## config.mk

```make
export PLATFORM = sky130hd
export DESIGN_NAME = escalonador_tiro
export DESIGN_NICKNAME = d
export VERILOG_FILES = /design/src/rtl/escalonador_pkg.sv /design/src/rtl/escalonador_tiro_rr_arbitro.sv /design/src/rtl/escalonador_tiro.sv
export SDC_FILE = /design/constraint.sdc
export NUM_CORES = 1
export LEC_CHECK = 0
export CORE_MARGIN = 5
export CORE_UTILIZATION = 40
export DETAILED_ROUTE_END_ITERATION = 6
export PLACE_DENSITY_LB_ADDON = 0.12
export SLEW_MARGIN = 40
export SYNTH_ARGS = -nofsm -noshare
export SYNTH_HDL_FRONTEND = slang
export SYNTH_HIERARCHICAL = 1
export SYNTH_SLANG_ARGS = --single-unit
```

## constraint.sdc

```tcl
create_clock -name CLOCK_50 -period 13.3 [get_ports CLOCK_50]
set_clock_uncertainty 0.05 [all_clocks]
set_input_delay 1.33 -clock CLOCK_50 [delete_from_list [all_inputs] [get_ports CLOCK_50]]
set_output_delay 1.33 -clock CLOCK_50 [all_outputs]
set_load 0.05 [all_outputs]
```

## src/rtl/escalonador_pkg.sv

```systemverilog
// Shared definitions for the enemy shot scheduler: FSM encoding and
// the constants used when the cooldown speeds up as enemies die.
package escalonador_pkg;

    typedef enum logic [1:0] {
        ESPERA  = 2'd0,
        ESCOLHE = 2'd1,
        DISPARA = 2'd2
    } estado_t;

    localparam int PASSO_ACELERA = 8;
    localparam int PISO_ACELERA  = 8;

endpackage

```

## src/rtl/escalonador_tiro_rr_arbitro.sv

```systemverilog
// Combinational round-robin picker: first set request after 'ultimo',
// wrapping around, with 'ultimo' itself considered last.
module rr_arbitro #(
    parameter int N_INIMIGOS = 5
) (
    input  logic [N_INIMIGOS-1:0] pedidos,
    input  logic [2:0]            ultimo,
    output logic [2:0]            escolhido,
    output logic                  valido
);

    // Scan from the farthest offset down so the nearest candidate wins.
    always_comb begin
        int j;
        j         = 0;
        escolhido = ultimo;
        valido    = 1'b0;
        for (int k = N_INIMIGOS; k >= 1; k--) begin
            j = (int'(ultimo) + k) % N_INIMIGOS;
            if (pedidos[j]) begin
                escolhido = 3'(j);
                valido    = 1'b1;
            end
        end
    end

endmodule

```

## src/rtl/escalonador_tiro.sv

```systemverilog
// Enemy shot scheduler for one row: cooldown, round-robin grant, held request.
// Optional macro ESCALONADOR_ACELERA_EN shortens the cooldown as enemies die.
module escalonador_tiro
    import escalonador_pkg::*;
#(
    parameter int N_INIMIGOS = 5,
    parameter int COOLDOWN   = 60,
    parameter int W_CD       = 8,
    parameter int TIMEOUT    = 4
) (
    input  logic                  CLOCK_50,
    input  logic                  reset,
    input  logic                  reiniciarJogo,
    input  logic                  pausa,
    input  logic                  tick_mv,
    input  logic [N_INIMIGOS-1:0] vivo,
    input  logic [N_INIMIGOS-1:0] bola_livre,
    output logic [N_INIMIGOS-1:0] disparo,
    output logic [2:0]            idx_atual,
    output logic                  ocupado
);

    localparam int W_TO = $clog2(TIMEOUT + 1);

    estado_t               estado;
    logic [W_CD-1:0]       cnt_cd;
    logic [W_TO-1:0]       cnt_to;
    logic [W_CD-1:0]       carga_cd;
    logic [N_INIMIGOS-1:0] candidatos;
    logic [2:0]            escolhido;
    logic                  valido;
    logic                  sai_disparo;

    assign candidatos = vivo & bola_livre;

    rr_arbitro #(
        .N_INIMIGOS(N_INIMIGOS)
    ) u_arbitro (
        .pedidos  (candidatos),
        .ultimo   (idx_atual),
        .escolhido(escolhido),
        .valido   (valido)
    );

`ifdef ESCALONADOR_ACELERA_EN
    // Each dead enemy takes one step off the cooldown, never below the floor.
    always_comb begin
        int valor;
        valor = COOLDOWN - PASSO_ACELERA * (N_INIMIGOS - $countones(vivo));
        if (valor < PISO_ACELERA) begin
            valor = PISO_ACELERA;
        end
        carga_cd = W_CD'(valor);
    end
`else
    assign carga_cd = W_CD'(COOLDOWN);
`endif

    // Dead target wins over acceptance; both end the grant identically anyway.
    assign sai_disparo = !vivo[idx_atual] || !bola_livre[idx_atual] ||
                         (tick_mv && (cnt_to == W_TO'(TIMEOUT - 1)));

    always_ff @(posedge CLOCK_50) begin
        if (reset || reiniciarJogo) begin
            estado    <= ESPERA;
            cnt_cd    <= W_CD'(COOLDOWN);
            cnt_to    <= '0;
            disparo   <= '0;
            idx_atual <= 3'(N_INIMIGOS - 1);
            ocupado   <= 1'b1;
        end else if (!pausa) begin
            case (estado)
                ESPERA: begin
                    if (tick_mv) begin
                        if (cnt_cd <= W_CD'(1)) begin
                            cnt_cd  <= '0;
                            estado  <= ESCOLHE;
                            ocupado <= 1'b0;
                        end else begin
                            cnt_cd <= cnt_cd - W_CD'(1);
                        end
                    end
                end
                ESCOLHE: begin
                    if (valido) begin
                        idx_atual <= escolhido;
                        disparo   <= {{(N_INIMIGOS-1){1'b0}}, 1'b1} << escolhido;
                        cnt_to    <= '0;
                        estado    <= DISPARA;
                        ocupado   <= 1'b1;
                    end
                end
                DISPARA: begin
                    if (sai_disparo) begin
                        disparo <= '0;
                        cnt_cd  <= carga_cd;
                        estado  <= ESPERA;
                    end else if (tick_mv) begin
                        cnt_to <= cnt_to + W_TO'(1);
                    end
                end
                default: begin
                    estado  <= ESPERA;
                    cnt_cd  <= W_CD'(COOLDOWN);
                    disparo <= '0;
                    ocupado <= 1'b1;
                end
            endcase
        end
    end

endmodule

```

==> qor.csv, run 1 <==
metric,value,unit
status,"complete, no violations",
Synth top area share,0.139,
crit path cell chain,buf_4 > inv_2 > ha_1 > inv_1 > ha_1 > nor2_1 > a21oi_1 > xnor2_1 > ha_1 > inv_1 > o2bb2ai_1 > o21ai_2 > xnor2_1 > mux2i_1 > a2bb2oi_1 > nand4_1 > or3_1 > inv_1 > a21oi_4 > nand2_1 > nand3_1 > mux2i_1,
worst-path fanout max,26,
"Seq/Total Area, Yosys",0.139,
Tot Pwr,154,uW
Core Region,7730,um^2
"Avg Cell Area, Syn",8.02,um^2
ys async rst share,0,
final worst slack,7.02,ns
met2 Resource Use GR,0.232,
CP Launch Type,flop,
DIE HEIGHT,98.9,um
"most common cell after layout, fill and taps aside",nand2_1,
Max Clk Rate,159,MHz
multi-input logic area,2530,um^2
GRT met3 Usage,0.0191,
clock buffer count from CTS,3,
Rel. slew slack,0.525,
Die Footprint,9780,um^2
PwrDens,43.8,nW/um^2
CTS tree,built,
RSZ-0062 raised after global routing,false,
initial antenna violation count,0,
fill cell count,756,
Unique masters post-synth,85,
Ports,24,
crit path DAT,6.43,ns
post-synthesis net count,442,
CP Data Required Time,13.45,ns
Final Cell Area,3530,um^2
Post-CTS Setup Repair Bufs,0,
Register Area,440,um^2
HP Class,reg2reg,
DRC Markers,0,
layout cells sized above 1,0.0968,
H-Tree Depth,1,
routed wire length,8140,um
number of antenna repair diodes,0,
busiest grt layer,met1,
CTS clock-pin slew for the worst setup and hold paths,0.08,ns
vias post-DR,3001,
"Hold-fix buffers, CTS",0,
met1 usage in global routing,0.268,
Pleak,1.22,nW
DP Worst Slack,7.04,ns
Reg-to-Reg Start,idx_atual[0]$_SDFFE_PP0P_,
initial drt markers,194,
Starting Density,0.409,
CTS Buffer Depth,2,
hold slack,0.427,ns
FP Rows,32,
Detailed Routing Iterations Pass 1,4,
clk_lat worst skew,0.27,ns
Detail Placement HPWL,6260,um
critical path's slowest cell,dfxtp_1,
nets@finish,452,
Root Driver,clkbuf_8,
# Max-Cap Violations,0,
Yosys top cell by area,dfxtp_1,
CTS sink cnt,22,
most frequent cells in the layout,"nand2_1, ha_1, inv_1",
warnings from Yosys,6,
die span in x,98.9,um
Slew @ Worst Pin,0.712,ns
Detail Route Antenna Nets,0,
post-synthesis register bit count,22,
placed instance area,3450,um^2
DR WL/cell,16.1,um
reg2reg setup slack,7.02,ns
Synth area leaders,"dfxtp_1, ha_1, mux2i_1",
Setup TNS,0,ns
Post-synth EDFFs,0,
Slew Limit Fails,0,
port bufs,23,
# setup viols final,0,
period utilization,0.472,
grt ovf,0,
Placer Congestion,0.845,
Worst Setup End Kind,flop,
Hold Path Origin,cnt_to[2]$_SDFFE_PP0P_,
largest net degree at the start of global routing,27,
crit path time final,6.28,ns
Peak VDD IR,0.0641,mV
Netlist Area Pre-Place,3160,um^2
vias in the first global route,2808,
final hold viol count,0,
post-CTS resize count,0,
Synth Flop Type,dfxtp_1,
first-pass GRT wire length,14000,um
Setup crit start,idx_atual[0]$_SDFFE_PP0P_,
Vias/cell,5.94,
Mapped Cells,394,
Setup CP Type,reg2reg,
total track usage,0.167,
Layout area overhead,11.6,%
"Largest stage delay, worst path",0.79,ns
==> state kept, by name (all words and copies together) (netlist names) <==
| register | count |
|---|---|
| ocupado | 1 |
| cnt_to | 3 |
| cnt_cd | 8 |
| idx_atual | 3 |
| disparo | 5 |
| estado | 2 |
==> synthesized netlist by cell type (all sizes together) (3+ instances only) <==
| master | count |
|---|---|
| a31oi | 7 |
| or2 | 4 |
| a211oi | 3 |
| a211o | 4 |
| a21oi | 17 |
| o31ai | 8 |
| clkbuf | 12 |
| nand4 | 8 |
| inv | 29 |
| nor4 | 6 |
| and2 | 7 |
| mux4 | 3 |
| xnor2 | 6 |
| mux2 | 9 |
| nand2b | 9 |
| mux2i | 14 |
| or3 | 4 |
| o21a | 5 |
| o21ai | 13 |
| ha | 32 |
| dfxtp | 22 |
| nor3 | 13 |
| o211ai | 13 |
| nand3 | 19 |
| nand4b | 3 |
| nand3b | 4 |
| o311ai | 5 |
| nand2 | 35 |
| buf | 8 |
| nor2 | 23 |
==> worst max-delay path: cells and delay by family, from the launching register on <==
family                     cells  cell delay [ns]
xor gates and xnor gates       2             0.59
DFF                            1             0.79
muxes                          2             0.46
adders and majority gates      3             1.16
and+or+nand+nor                5             1.20
buffers and inverters          5             1.04
AOI/OAI and AO/OA              5             0.90
==> through the flow <==
| stage | std cells | utilization |
|---|---|---|
| finish | 505 | 0.456 |
| detailed placement | 501 | 0.447 |
| global route | 505 | 0.456 |
| CTS | 505 | 0.456 |
| global placement | 501 | 0.445 |
| floorplan | 394 | - |
==> report_power, final <==
part           switching, mW  total (mW)  leakage [nW]  internal, mW
Clock                 0.0239      0.0641        0.0357        0.0403
Sequential          0.000350      0.0665         0.178        0.0662
Combinational         0.0134      0.0238          1.00        0.0103
==> final cells by class <==
cell class                      instances  area share
Timing Repair Buffer                   25      0.0696
Multi-Input combinational cell        323       0.718
Clock buffer                            3      0.0117
Inverter                               29      0.0316
Sequential cell                        22       0.125
Clock inverter                          1     0.00852
Tap cell                              102      0.0362
==> cells by family after synthesis <==
group,after synthesis,synth area share
AOI/OAI and AO/OA,103,0.261
xor gates and xnor gates,8,0.0281
adders and majority gates,33,0.133
buffers and inverters,49,0.0645
DFF,22,0.139
muxes,26,0.0978
and+or+nand+nor,153,0.277
==> routing by layer <==
metal	wire, um	vias up
li1	-	1506
met1	4230	1406
met2	3430	81
met3	379	8
met4	113	0
met5	0	-
==> worst paths after layout <==
path	to	cells after the start
hold / removal	cnt_to[2]$_SDFFE_PP0P_	2
setup / recovery	cnt_to[1]$_SDFFE_PP0P_	22
hold reg to reg	cnt_to[2]$_SDFFE_PP0P_	2
setup reg to reg	cnt_to[1]$_SDFFE_PP0P_	22
Note: power is estimated with default switching activity, not from simulation.
==> inputs of run 2 (changes only) <==
==> constraint.sdc (replaced) <==
create_clock -name CLOCK_50 -period 5.9 [get_ports CLOCK_50]
set_clock_uncertainty 0.05 [all_clocks]
set_input_delay 0.59 -clock CLOCK_50 [delete_from_list [all_inputs] [get_ports CLOCK_50]]
set_output_delay 0.59 -clock CLOCK_50 [all_outputs]
set_load 0.05 [all_outputs]
==> run 2 against run 1 <==
  * Global-route usage decreased by 0.57 points
  * Worst setup slack got worse by 6.5 ns
  * Sequential share of layout area about the same
  * Critical path type unchanged
  * Critical path depth decreased by 1
  * Fmax is 16% higher
  * Register-to-register slack lost 6.5 ns
  * Clock power up 130%
  * First-iteration DRC count rose by 8.8%
  * Flip-flop and latch count is the same
  * Clock-buffer cell count stayed put
  * Routed wire length decreased by 0.11%
==> qor.csv, run 2 (same netlist as run 1, synthesis figures left out) <==
metric,value,unit,change
status,"complete, no violations",,
Tot Pwr,350,uW,+130%
DR WL/cell,16.0,um,-0.50%
clock buffer count from CTS,3,,unchanged
Detail Placement HPWL,6360,um,+1.6%
fill cell count,753,,-0.40%
most frequent cells in the layout,"nand2_1, ha_1, inv_1",,
Detailed Routing Iterations Pass 1,4,,unchanged
dpl cells,503,,+0.40%
largest net degree at the start of global routing,23,,-15%
CTS clock-pin slew for the worst setup and hold paths,0.09,ns,about the same
FP Rows,32,,unchanged
placed instance area,3470,um^2,+0.44%
multi-input logic area,2530,um^2,unchanged
crit path time final,5.40,ns,-0.873 ns
Setup CP Type,reg2reg,,
Slew Limit Fails,0,,unchanged
die span in x,98.9,um,unchanged
HP Class,reg2reg,,
Final Cell Area,3540,um^2,+0.46%
Vias/cell,5.88,,-1.1%
CTS Buffer Depth,2,,unchanged
clk_lat worst skew,0.27,ns,about the same
number of antenna repair diodes,0,,unchanged
grt ovf,0,,unchanged
Layout area overhead,12.1,%,
H-Tree Depth,1,,unchanged
period utilization,0.916,,+0.444
Setup TNS,0,ns,unchanged
routed wire length,8130,um,-0.11%
Post-CTS Setup Repair Bufs,0,,unchanged
vias post-DR,2981,,-0.67%
r2r worst-path depth,21,,-4.5%
CTS sink cnt,22,,unchanged
Detail Route Antenna Nets,0,,unchanged
final core occ,0.458,,+0.00210
cell count of the worst hold path,2,,unchanged
total track usage,0.161,,-0.00565
port bufs,23,,unchanged
layout cells sized above 1,0.104,,+0.00693
Peak VDD IR,0.0737,mV,+15%
CP Launch Type,flop,,
DRC Markers,0,,unchanged
DIE HEIGHT,98.9,um,unchanged
# setup viols final,0,,unchanged
Slew @ Worst Pin,0.635,ns,-0.0766 ns
Ports,24,,unchanged
initial drt markers,211,,+8.8%
Placer Congestion,0.838,,-0.82%
Root Driver,clkbuf_8,,
Pleak,1.23,nW,+0.94%
Core Region,7730,um^2,unchanged
Register Area,442,um^2,+0.28%
Starting Density,0.409,,unchanged
max reg flops,8,,unchanged
worst-path fanout max,12,,-54%
Die Footprint,9780,um^2,unchanged
vias in the first global route,2803,,-0.18%
PwrDens,98.9,nW/um^2,+130%
Max Clk Rate,185,MHz,+16%
"most common cell after layout, fill and taps aside",nand2_1,,
"Most flops, register",cnt_cd,,
Rel. slew slack,0.573,,+0.0478
CP Data Required Time,6.06,ns,-7.39 ns
largest registers,"cnt_cd: 8 flops, disparo: 5 flops",,
# Max-Cap Violations,0,,unchanged
initial antenna violation count,0,,unchanged
first-pass GRT wire length,13400,um,-3.7%
final hold viol count,0,,unchanged
Worst Setup End Kind,flop,,
RSZ-0062 raised after global routing,false,,
Finished Layout Cells,507,,+0.40%
nets@finish,454,,+0.44%
CTS tree,built,,
crit path DAT,5.56,ns,-0.87 ns
run 2: final timing paths:
check | start | to | slack (ns)
worst max-delay path | idx_atual[1]$_SDFFE_PP0P_ | idx_atual[0]$_SDFFE_PP0P_ | 0.50
worst min-delay path | disparo[2]$_SDFFE_PP0P_ | disparo[2]$_SDFFE_PP0P_ | 0.41
worst max register to register | idx_atual[1]$_SDFFE_PP0P_ | idx_atual[0]$_SDFFE_PP0P_ | 0.50
worst min register to register | disparo[2]$_SDFFE_PP0P_ | disparo[2]$_SDFFE_PP0P_ | 0.41
run 2: what timing repair did:
action | 4_1_cts | 5_1_grt
endpoints found under the setup margin | 0 | 11
endpoints found under the hold margin | 0 | 0
hold buffers | 0 | 0
resized for setup | 0 | 1
run 2: cell type report:
| type | count | area share |
|---|---|---|
| multi-input combinational | 323 | 0.714 |
| clock inverter | 1 | 0.00848 |
| inverter | 29 | 0.0314 |
| sequential | 22 | 0.125 |
| clock buffer | 3 | 0.0117 |
| timing repair buffer | 27 | 0.0735 |
| tap | 102 | 0.0360 |
run 2: metrics by stage:
stage / setup slack, ns / hold WS, ns
3_3_place_gp: 0.415 / 0.400
3_5_place_dp: 0.375 / 0.404
4_1_cts: 0.328 / 0.417
6_report: 0.497 / 0.414
2_1_floorplan: 0.434 / 0.397
5_1_grt: 0.0870 / 0.442
run 2: routing by layer:
metal / vias to the layer above / global-route usage / share of wire
met3: 9 / 0.0212 / 0.034
met2: 64 / 0.240 / 0.42
met5: - / 0 / 0
met1: 1397 / 0.245 / 0.53
met4: 0 / 0.0378 / 0.012
li1: 1511 / - / -
run 2: power breakdown:
group	total (mW)	internal, mW	switching [mW]
Combinational	0.0540	0.0233	0.0307
Clock	0.146	0.0909	0.0556
Sequential	0.150	0.149	0.000765
Total	0.350	0.263	0.0871
run 2: worst max-delay path, stage by stage (launching register included):
cell and delay, ns:
dfxtp_2 0.47, inv_1 0.22, ha_1 0.53, inv_1 0.23, ha_1 0.28, nor2_1 0.22
a21oi_1 0.12, xnor2_1 0.40, ha_1 0.24, inv_1 0.06, o2bb2ai_1 0.13, o21ai_2 0.23
xnor2_1 0.21, mux2i_1 0.32, a2bb2oi_1 0.33, nand4_1 0.15, or3_1 0.45, inv_1 0.11
a21oi_4 0.09, nand2_1 0.23, nand2_1 0.11, a21oi_1 0.14
==> inputs of run 3 (changes only) <==
--- a/config.mk
+++ b/config.mk
@@ -8,6 +8,7 @@
 export CORE_MARGIN = 5
 export CORE_UTILIZATION = 40
 export DETAILED_ROUTE_END_ITERATION = 6
+export HOLD_SLACK_MARGIN = 0.1
 export PLACE_DENSITY_LB_ADDON = 0.12
 export SLEW_MARGIN = 40
 export SYNTH_ARGS = -nofsm -noshare
==> results of run 3 <==
The final DEF is identical to that of run 2; final timing and power are the same.
